$ cat config.mk
export PLATFORM = sky130hd
export DESIGN_NAME = data_request_controller_flat
export DESIGN_NICKNAME = d
export VERILOG_FILES = /design/src/rtl/data_ram_if.sv /design/src/rtl/data_request_controller.sv /design/src/flat_wrapper.sv
export SDC_FILE = /design/constraint.sdc
export NUM_CORES = 1
export LEC_CHECK = 0
export ABC_CLOCK_PERIOD_IN_PS = 1900
export BUFFER_PORTS_ARGS = -buffer_cell sky130_fd_sc_hd__buf_4
export CAP_MARGIN = 20
export CORE_UTILIZATION = 35
export DETAILED_ROUTE_END_ITERATION = 12
export PLACE_DENSITY = 0.68
export SETUP_SLACK_MARGIN = 0.3
export SYNTH_ARGS = -nofsm -noshare
export SYNTH_HDL_FRONTEND = slang
export SYNTH_SLANG_ARGS = --single-unit
$ cat constraint.sdc
create_clock -name clock -period 1.9 [get_ports clock]
set_input_delay 0 -clock clock [delete_from_list [all_inputs] [get_ports clock]]
set_output_delay 0 -clock clock [all_outputs]
set_load 0.03 [all_outputs]
$ cat src/rtl/data_ram_if.sv
// Sram-like data bus between the data request controller (master) and data memory (slave).
// The request/address_ready handshake accepts a transaction; data_ready returns its response.
interface data_ram_if;
    logic        data_ram_request;
    logic        data_ram_write;
    logic [1:0]  data_ram_size;
    logic [31:0] data_ram_address;
    logic [31:0] data_ram_write_data;
    logic [3:0]  data_ram_write_strobe;
    logic        data_ram_address_ready;
    logic        data_ram_data_ready;
    logic [31:0] data_ram_read_data;

    modport master (
        output data_ram_request,
        output data_ram_write,
        output data_ram_size,
        output data_ram_address,
        output data_ram_write_data,
        output data_ram_write_strobe,
        input  data_ram_address_ready,
        input  data_ram_data_ready,
        input  data_ram_read_data
    );

    modport slave (
        input  data_ram_request,
        input  data_ram_write,
        input  data_ram_size,
        input  data_ram_address,
        input  data_ram_write_data,
        input  data_ram_write_strobe,
        output data_ram_address_ready,
        output data_ram_data_ready,
        output data_ram_read_data
    );
endinterface

$ cat src/rtl/data_request_controller.sv
// Issues ex-stage loads/stores on the sram-like data bus, tracks outstanding transactions and
// returns in-order read data to io, silently dropping responses of flushed transactions.
module data_request_controller #(
    parameter int unsigned MAX_OUTSTANDING = 2
) (
    input  logic             clock,
    input  logic             reset,
    input  logic             ex_valid,
    input  logic             ex_memory_access,
    input  logic             ex_write,
    input  logic [1:0]       ex_size,
    input  logic [31:0]      ex_address,
    input  logic [31:0]      ex_write_data,
    input  logic [3:0]       ex_write_strobe,
    input  logic             ex_advance,
    input  logic             flush,
    output logic             ex_ready_go,
    data_ram_if.master       data_ram,
    output logic             io_response_valid,
    output logic [31:0]      io_response_data,
    output logic [2:0]       outstanding_count
);

    localparam int unsigned     PtrW     = (MAX_OUTSTANDING > 1) ? $clog2(MAX_OUTSTANDING) : 1;
    localparam logic [2:0]      MaxCount = 3'(MAX_OUTSTANDING);
    localparam logic [PtrW-1:0] LastPtr  = PtrW'(MAX_OUTSTANDING - 1);

    typedef enum logic [0:0] {StIdle, StReq} state_e;

    state_e                     state_q, state_d;
    logic                       write_q, write_d;
    logic [1:0]                 size_q, size_d;
    logic [31:0]                address_q, address_d;
    logic [31:0]                write_data_q, write_data_d;
    logic [3:0]                 write_strobe_q, write_strobe_d;
    logic                       accepted_q, accepted_d;
    logic                       cancel_pending_q, cancel_pending_d;
    logic [2:0]                 outstanding_q, outstanding_d;
    logic [MAX_OUTSTANDING-1:0] cancel_q, cancel_d;
    logic [PtrW-1:0]            wr_ptr_q, wr_ptr_d;
    logic [PtrW-1:0]            rd_ptr_q, rd_ptr_d;

    logic capture;
    logic handshake;
    logic handshake_live;
    logic pop;
    logic head_cancel;

    function automatic logic [PtrW-1:0] ptr_inc(input logic [PtrW-1:0] p);
        return (p == LastPtr) ? '0 : p + PtrW'(1);
    endfunction

    // Full check uses the registered count only, so a same-cycle pop never unblocks a capture.
    assign capture = (state_q == StIdle) & ex_valid & ex_memory_access & ~accepted_q & ~flush &
                     (outstanding_q < MaxCount);
    assign handshake      = (state_q == StReq) & data_ram.data_ram_address_ready;
    assign handshake_live = handshake & ~cancel_pending_q & ~flush;
    assign pop            = data_ram.data_ram_data_ready & (outstanding_q != 3'd0);
    assign head_cancel    = cancel_q[rd_ptr_q];

    always_ff @(posedge clock) begin
        if (reset) begin
            state_q          <= StIdle;
            write_q          <= 1'b0;
            size_q           <= 2'd0;
            address_q        <= 32'd0;
            write_data_q     <= 32'd0;
            write_strobe_q   <= 4'd0;
            accepted_q       <= 1'b0;
            cancel_pending_q <= 1'b0;
            outstanding_q    <= 3'd0;
            cancel_q         <= '0;
            wr_ptr_q         <= '0;
            rd_ptr_q         <= '0;
        end else begin
            state_q          <= state_d;
            write_q          <= write_d;
            size_q           <= size_d;
            address_q        <= address_d;
            write_data_q     <= write_data_d;
            write_strobe_q   <= write_strobe_d;
            accepted_q       <= accepted_d;
            cancel_pending_q <= cancel_pending_d;
            outstanding_q    <= outstanding_d;
            cancel_q         <= cancel_d;
            wr_ptr_q         <= wr_ptr_d;
            rd_ptr_q         <= rd_ptr_d;
        end
    end

    always_comb begin
        state_d = state_q;
        unique case (state_q)
            StIdle:  if (capture) state_d = StReq;
            StReq:   if (data_ram.data_ram_address_ready) state_d = StIdle;
            default: state_d = StIdle;
        endcase
    end

    always_comb begin
        write_d        = write_q;
        size_d         = size_q;
        address_d      = address_q;
        write_data_d   = write_data_q;
        write_strobe_d = write_strobe_q;
        if (capture) begin
            write_d        = ex_write;
            size_d         = ex_size;
            address_d      = ex_address;
            write_data_d   = ex_write_data;
            write_strobe_d = ex_write_strobe;
        end

        // A flushed transaction completes its handshake but never counts as accepted for ex.
        if (flush || ex_advance) begin
            accepted_d = 1'b0;
        end else if (handshake_live) begin
            accepted_d = 1'b1;
        end else begin
            accepted_d = accepted_q;
        end

        if (handshake) begin
            cancel_pending_d = 1'b0;
        end else if ((state_q == StReq) && flush) begin
            cancel_pending_d = 1'b1;
        end else begin
            cancel_pending_d = cancel_pending_q;
        end

        outstanding_d = outstanding_q + {2'b00, handshake} - {2'b00, pop};
        wr_ptr_d      = handshake ? ptr_inc(wr_ptr_q) : wr_ptr_q;
        rd_ptr_d      = pop ? ptr_inc(rd_ptr_q) : rd_ptr_q;

        // Free entries are rewritten on push, so marking the whole FIFO on flush is safe.
        cancel_d = cancel_q;
        if (handshake) cancel_d[wr_ptr_q] = cancel_pending_q;
        if (flush) cancel_d = '1;
    end

    always_comb begin
        data_ram.data_ram_request      = (state_q == StReq);
        data_ram.data_ram_write        = write_q;
        data_ram.data_ram_size         = size_q;
        data_ram.data_ram_address      = address_q;
        data_ram.data_ram_write_data   = write_data_q;
        data_ram.data_ram_write_strobe = write_strobe_q;
        ex_ready_go       = ~ex_memory_access | accepted_q | handshake_live;
        io_response_valid = pop & ~head_cancel & ~flush;
        io_response_data  = data_ram.data_ram_read_data;
        outstanding_count = outstanding_q;
    end

endmodule
$ cat src/flat_wrapper.sv
// flat-port wrapper written by rule: the top's interface ports become plain ports
module data_request_controller_flat 
#(
    parameter int unsigned MAX_OUTSTANDING = 2
)
  (clock, reset, ex_valid, ex_memory_access, ex_write, ex_size, ex_address, ex_write_data, ex_write_strobe, ex_advance, flush, ex_ready_go, io_response_valid, io_response_data, outstanding_count, data_ram_data_ram_request, data_ram_data_ram_write, data_ram_data_ram_size, data_ram_data_ram_address, data_ram_data_ram_write_data, data_ram_data_ram_write_strobe, data_ram_data_ram_address_ready, data_ram_data_ram_data_ready, data_ram_data_ram_read_data);
  data_ram_if data_ram_i ();
  input  logic clock;
  input  logic reset;
  input  logic ex_valid;
  input  logic ex_memory_access;
  input  logic ex_write;
  input  logic [1:0] ex_size;
  input  logic [31:0] ex_address;
  input  logic [31:0] ex_write_data;
  input  logic [3:0] ex_write_strobe;
  input  logic ex_advance;
  input  logic flush;
  output logic ex_ready_go;
  output logic io_response_valid;
  output logic [31:0] io_response_data;
  output logic [2:0] outstanding_count;
  output wire logic [$bits(data_ram_i.data_ram_request)-1:0] data_ram_data_ram_request;
  output wire logic [$bits(data_ram_i.data_ram_write)-1:0] data_ram_data_ram_write;
  output wire logic [$bits(data_ram_i.data_ram_size)-1:0] data_ram_data_ram_size;
  output wire logic [$bits(data_ram_i.data_ram_address)-1:0] data_ram_data_ram_address;
  output wire logic [$bits(data_ram_i.data_ram_write_data)-1:0] data_ram_data_ram_write_data;
  output wire logic [$bits(data_ram_i.data_ram_write_strobe)-1:0] data_ram_data_ram_write_strobe;
  input wire logic [$bits(data_ram_i.data_ram_address_ready)-1:0] data_ram_data_ram_address_ready;
  input wire logic [$bits(data_ram_i.data_ram_data_ready)-1:0] data_ram_data_ram_data_ready;
  input wire logic [$bits(data_ram_i.data_ram_read_data)-1:0] data_ram_data_ram_read_data;
  assign data_ram_data_ram_request = data_ram_i.data_ram_request;
  assign data_ram_data_ram_write = data_ram_i.data_ram_write;
  assign data_ram_data_ram_size = data_ram_i.data_ram_size;
  assign data_ram_data_ram_address = data_ram_i.data_ram_address;
  assign data_ram_data_ram_write_data = data_ram_i.data_ram_write_data;
  assign data_ram_data_ram_write_strobe = data_ram_i.data_ram_write_strobe;
  assign data_ram_i.data_ram_address_ready = data_ram_data_ram_address_ready;
  assign data_ram_i.data_ram_data_ready = data_ram_data_ram_data_ready;
  assign data_ram_i.data_ram_read_data = data_ram_data_ram_read_data;
  data_request_controller #(.MAX_OUTSTANDING(MAX_OUTSTANDING)) u_core (.clock(clock), .reset(reset), .ex_valid(ex_valid), .ex_memory_access(ex_memory_access), .ex_write(ex_write), .ex_size(ex_size), .ex_address(ex_address), .ex_write_data(ex_write_data), .ex_write_strobe(ex_write_strobe), .ex_advance(ex_advance), .flush(flush), .ex_ready_go(ex_ready_go), .data_ram(data_ram_i), .io_response_valid(io_response_valid), .io_response_data(io_response_data), .outstanding_count(outstanding_count));
endmodule
# Word level (Yosys, flattened, before mapping)

Cells that the tools add are included.

Output and inout port bits: 109
Logic and storage cells: 58
RAM bits: 0
Memories: 0
Latch bits: 0
Input bits: 111
Register bits: 81
Memory bits (read-only): 0

$lt $le $gt $ge: 4
Eq/ne operators: 0
Add/subtract/negate cells: 4
Reduce and logical (&&, ||, !) cells: 7
Bitwise operators: 19
Shifts and indexed selects: 0
Multipliers: 0
Divide/modulo/power cells: 0
Mux-type cells: 12

Operator list:

| cell                | count |
|---|---|
| $and 1x1->1         | 11 |
| $mux 1              | 7 |
| $not 1->1           | 6 |
| $lt 1x2->1 const B  | 2 |
| $mux 2              | 2 |
| $reduce_or 2->1     | 2 |
| $add 3x1->3         | 1 |
| $lt 3x2->1 const B  | 1 |
| $reduce_bool 3->1   | 1 |
| $sub 3x1->3         | 1 |
| $add 1x1->1 const B | 2 |
| $bwmux 2            | 1 |
| $logic_and 1x1->1   | 2 |
| $or 1x1->1          | 2 |
| $pmux 1 s2          | 1 |
| $reduce_bool 2->1   | 1 |
| $demux 1 s1         | 1 |
| $ge 1x1->1 const B  | 1 |
| $logic_or 1x1->1    | 1 |

# Longest topological paths before layout

Depth in word-level cells: 8
Depth in mapped cells: 7
Mapped depth without buffers: 7

# Least setup slack after synthesis

No wires, ideal clock.

Path type: register -> output
From: register u_core.outstanding_q[0] (netlist: u_core.outstanding_count[0])
To: output port io_response_valid
Required time: 1.900 ns
Cell stages (with the launch flop): 3
Setup slack: -0.337 ns
Path buffers: 0
Data arrival time: 2.237 ns
Cells stage by stage: dfxtp_1 > o31ai_1 > a2111oi_0

Word-level cells in the longest chain between the ends: 4

Ends and longest elaborated chain:

| what                     | line                           | text |
|---|---|---|
| start, declared          | data_request_controller.sv:38  | `logic [2:0] outstanding_q, outstanding_d;` |
| start signal, assigned   | data_request_controller.sv:84  | `outstanding_q <= outstanding_d;` |
| $reduce_bool 3->1        | data_request_controller.sv:58  | `assign pop = data_ram.data_ram_data_ready & (outstanding_q != 3'd0);` |
| $and 1x1->1              | data_request_controller.sv:58  |  |
| $and 1x1->1 (2 in a row) | data_request_controller.sv:149 | `io_response_valid = pop & ~head_cancel & ~flush;` |
| end, declared            | flat_wrapper.sv:20             | `output logic io_response_valid;` |

No other way between the ends.

# Worst setup path after layout

From: register u_core.outstanding_q[2] (netlist: u_core.outstanding_count[2])
To: register u_core.outstanding_q[1] (netlist: u_core.outstanding_count[1])

Word-level cells in the longest chain between the ends: 3

Ends and longest elaborated chain:

| what                        | line                           | text |
|---|---|---|
| $reduce_bool 3->1           | data_request_controller.sv:58  |  |
| $and 1x1->1                 | data_request_controller.sv:58  |  |
| $sub 3x1->3                 | data_request_controller.sv:131 | `outstanding_d = outstanding_q + {2'b00, handshake} - {2'b00, pop};` |
| via u_core.outstanding_d[1] | data_request_controller.sv:38  |  |

The timed path passes the listed nets, and every way through them passes these cells.
A chain may end at the register's enable or synchronous reset.

==> impl_summary.log <==
INFO  metric globalRouteOverflowTotal = 0
INFO  metric hold_ws = 0.0000116 ns
INFO  metric finClkSkew = 0.00339 ns
INFO  metric ys_seq_elements = 81
INFO  metric fin_util = 59.4%
INFO  metric relative_max_transition_margin = 68.9%
INFO  metric n_antenna_cell = 0
INFO  metric cts_clock_pin_slew_for_the_worst_setup_and_hold_paths = 0.06 ns
INFO  metric yosys_warnings = 0
INFO  metric drc = 0
INFO  metric drt_pass1_iterations = 4
INFO  metric io_buffers = 155
INFO  metric drtAntennaViolNets = 0
INFO  metric die_footprint = 11800 sq um
INFO  metric antenna_found_initial = 0
INFO  metric die-width = 109 microns
INFO  metric placed_cells = 631
INFO  metric dpl.hpwl = 5640 microns
INFO  metric slew_viol_final = 0
INFO  metric syn2layout_area_growth = 63.6%
INFO  metric final_layout_size_suffix_gt1_share = 35.3%
INFO  metric setup_violations = 0
INFO  metric ioPinCount = 220
INFO  metric cts_tree = done
INFO  metric die_h = 109 microns
INFO  metric core_region_area = 10900 sq um
INFO  metric clock_insertion_delay_worst_skew = 0.33 ns
INFO  metric worst_hold_path_type = in2out
INFO  metric num-fill-cells = 882
INFO  metric rsz0062_at_grt = true
INFO  metric synth.yosys.seq_area_share = 40.8%
INFO  metric numClockSinks = 81
INFO  metric row_count = 38
INFO  metric routed_via_density = 4.47
INFO  metric tritoncts.num_buffers = 9
INFO  metric seq_cell_area = 1630 sq um
INFO  metric cp-start-kind = register
INFO  metric end_kind = register
INFO  metric start_util = 36.3%
INFO  metric worst-path-max-fanout = 3
INFO  metric max_slew.worst_pin.slew = 0.466 ns
INFO  metric cap_viol_max_count = 0
INFO  metric status = finished clean
INFO  metric crit_path_dat = 1.99 ns
INFO  metric clock_tree.buffer_depth = 2
INFO  metric ctsHtreeMaxLevel = 3
INFO  metric total_length_of_routed_wires = 10900 microns
INFO  metric synthesized_instance_count = 391
INFO  metric fin_crit = 1.72 ns
INFO  metric ctsRootBufferMaster = sky130_fd_sc_hd__clkbuf_16
INFO  metric multi_input_logic_area = 1940 sq um
INFO  metric finish.net_count = 713
INFO  metric critPathRequiredTime = 2.17 ns
INFO  metric final_hold_viol_count = 0
INFO  metric pre_cts_ws = 0.138 ns
INFO  metric avgRoutedWirePerCell = 14.7 microns
INFO  metric wire_length_of_the_first_global_routing_pass = 15300 microns
INFO  metric setup-tns-final = 0 ns
INFO  metric post_synth_instance_area = 3970 sq um
INFO  metric grt_usage = 17.2%
INFO  metric ir_worst_vdd = 557 uV
INFO  metric setup_ws = 0.182 ns
INFO  metric drt_iter0_markers = 157
INFO  metric power_density = 849 nW/um^2
INFO  metric fmax = 0.582 GHz
INFO  metric instances_no_fill = 743
INFO  metric globalplace.congestion = 0.738
INFO  metric grt_start_max_net_pins = 153
INFO  metric total_leakage_power = 2.73 nW
INFO  metric number_of_global_route_vias_before_repair = 3218
INFO  metric netlist-cell-type-count = 27
INFO  metric final.period_utilization = 90.4%
INFO  metric path_class = reg2reg
INFO  metric syn_nets = 505
INFO  metric vias = 3322
INFO  metric syn_area_per_cell = 10.2 sq um
## area by class of cell
type / instances / area share [%]
Multi-Input combinational cell: 248 / 29.8
Inverter: 4 / 0.270
Sequential cell: 81 / 25.1
Timing Repair Buffer: 255 / 37.3
Clock inverter: 3 / 1.00
Clock buffer: 12 / 3.79
Tap cell: 140 / 2.70
## through the flow
| stage | power (W) | area [sq um] |
|---|---|---|
| final | 0.00551 | 6500 |
| after global placement | 0.00312 | 4920 |
| after floorplan | 0.00290 | 4000 |
| after global routing | 0.00577 | 6500 |
| after CTS | 0.00540 | 6280 |
| after detailed placement | 0.00314 | 4920 |
## cell usage after synthesis (all sizes together)
library cell / number / area share [%]
mux2i: 71 / 18
inv: 4 / 0.38
nor4b: 1 / 0.60
o21ai: 1 / 0.13
nor4: 1 / 0.16
nor2b: 5 / 0.79
dfxtp: 81 / 41
a211oi: 1 / 0.19
nor3: 2 / 0.25
o21ba: 1 / 0.25
a2111oi: 1 / 0.22
ha: 2 / 0.63
fa: 1 / 0.50
o31ai: 2 / 0.38
nand2b: 143 / 23
o21a: 1 / 0.19
clkbuf: 15 / 1.4
a21oi: 2 / 0.25
or2: 1 / 0.16
a311oi: 2 / 0.44
nor2: 5 / 0.47
buf: 43 / 11
xor2: 2 / 0.44
nand2: 3 / 0.28
## power breakdown
group / leakage, nW / internal [W] / switching, W
clock network: 0.153 / 0.00118 / 0.000671
registers: 0.660 / 0.00185 / 0.000109
logic: 1.91 / 0.000931 / 0.000772
total: 2.73 / 0.00396 / 0.00155
## routing by layer
metal | routed length (microns) | track usage [%] | part of all wire [%] | up-vias
li1 | - | - | - | 1646
met1 | 4630 | 19.2 | 42 | 1538
met2 | 5320 | 29.2 | 49 | 110
met3 | 728 | 5.61 | 6.7 | 28
met4 | 243 | 8.69 | 2.2 | 0
met5 | 0 | 0 | 0 | -
## worst max-delay path, cell delays in order, from the launching register on
cell	delay, ns
sky130_fd_sc_hd__dfxtp_4	0.36
sky130_fd_sc_hd__o31ai_4	0.24
sky130_fd_sc_hd__nand2b_4	0.17
sky130_fd_sc_hd__o21ai_2	0.06
sky130_fd_sc_hd__ha_2	0.18
sky130_fd_sc_hd__fa_2	0.52
sky130_fd_sc_hd__nor2b_4	0.12
## placed cells by master, fill, tap and decap left out, types with 2 or more instances in the layout
cell type,instances
sky130_fd_sc_hd__nor2_1,5
sky130_fd_sc_hd__dlygate4sd3_1,73
sky130_fd_sc_hd__xor2_1,2
sky130_fd_sc_hd__dfxtp_1,77
sky130_fd_sc_hd__inv_1,2
sky130_fd_sc_hd__buf_8,2
sky130_fd_sc_hd__a21oi_1,2
sky130_fd_sc_hd__bufinv_16,2
sky130_fd_sc_hd__mux2i_1,69
sky130_fd_sc_hd__dfxtp_4,2
sky130_fd_sc_hd__a311oi_1,2
sky130_fd_sc_hd__buf_12,5
sky130_fd_sc_hd__buf_4,161
sky130_fd_sc_hd__clkbuf_1,2
sky130_fd_sc_hd__buf_16,7
sky130_fd_sc_hd__clkbuf_16,15
sky130_fd_sc_hd__nor3_1,2
sky130_fd_sc_hd__dfxtp_2,2
sky130_fd_sc_hd__nand2b_1,142
sky130_fd_sc_hd__nor2b_1,4
sky130_fd_sc_hd__nand2_1,2
## logic make-up (layout without fill, tap and decap cells)
family	Yosys count	in the layout	share of synthesized area (%)
and+or+nand+nor	161	161	25.2
muxes	71	71	17.9
xor gates and xnor gates	2	2	0.441
buffers and inverters	62	274	12.4
AOI/OAI and AO/OA	11	11	2.05
DFF	81	81	40.8
adders and majority gates	3	3	1.13
## final timing paths
kind / cells past startpoint / startpoint / slack, ns / endpoint
max: 6 / u_core.outstanding_count[2] / 0.18 / u_core.outstanding_count[1]
max reg2reg: 6 / u_core.outstanding_count[2] / 0.18 / u_core.outstanding_count[1]
min reg2reg: 1 / u_core.accepted_q / 0.48 / u_core.accepted_q
min: 0 / data_ram_data_ram_read_data[0] / 0.00001 / io_response_data[0]
## timing repair
item / 4_1_cts / 5_1_grt
setup buffers: 9 / 2
endpoints found under the hold margin: 73 / 0
hold buffers: 73 / 0
setup endpoints to repair: 74 / 75
gates resized for setup: 18 / 9
gates cloned: 6 / 7
pin swaps: 2 / 4
## sequential cells by signal, summed over array words and instances, names as in the netlist
signal                                 flops
u_core.data_ram.data_ram_address          32
u_core.data_ram.data_ram_write_data       32
u_core.data_ram.data_ram_write_strobe      4
u_core.outstanding_count                   3
u_core.cancel_q                            2
u_core.data_ram.data_ram_size              2
u_core.accepted_q                          1
u_core.cancel_pending_q                    1
u_core.data_ram.data_ram_request           1
u_core.data_ram.data_ram_write             1
u_core.rd_ptr_q                            1
u_core.wr_ptr_q                            1
(Power assumes the default switching activity.)
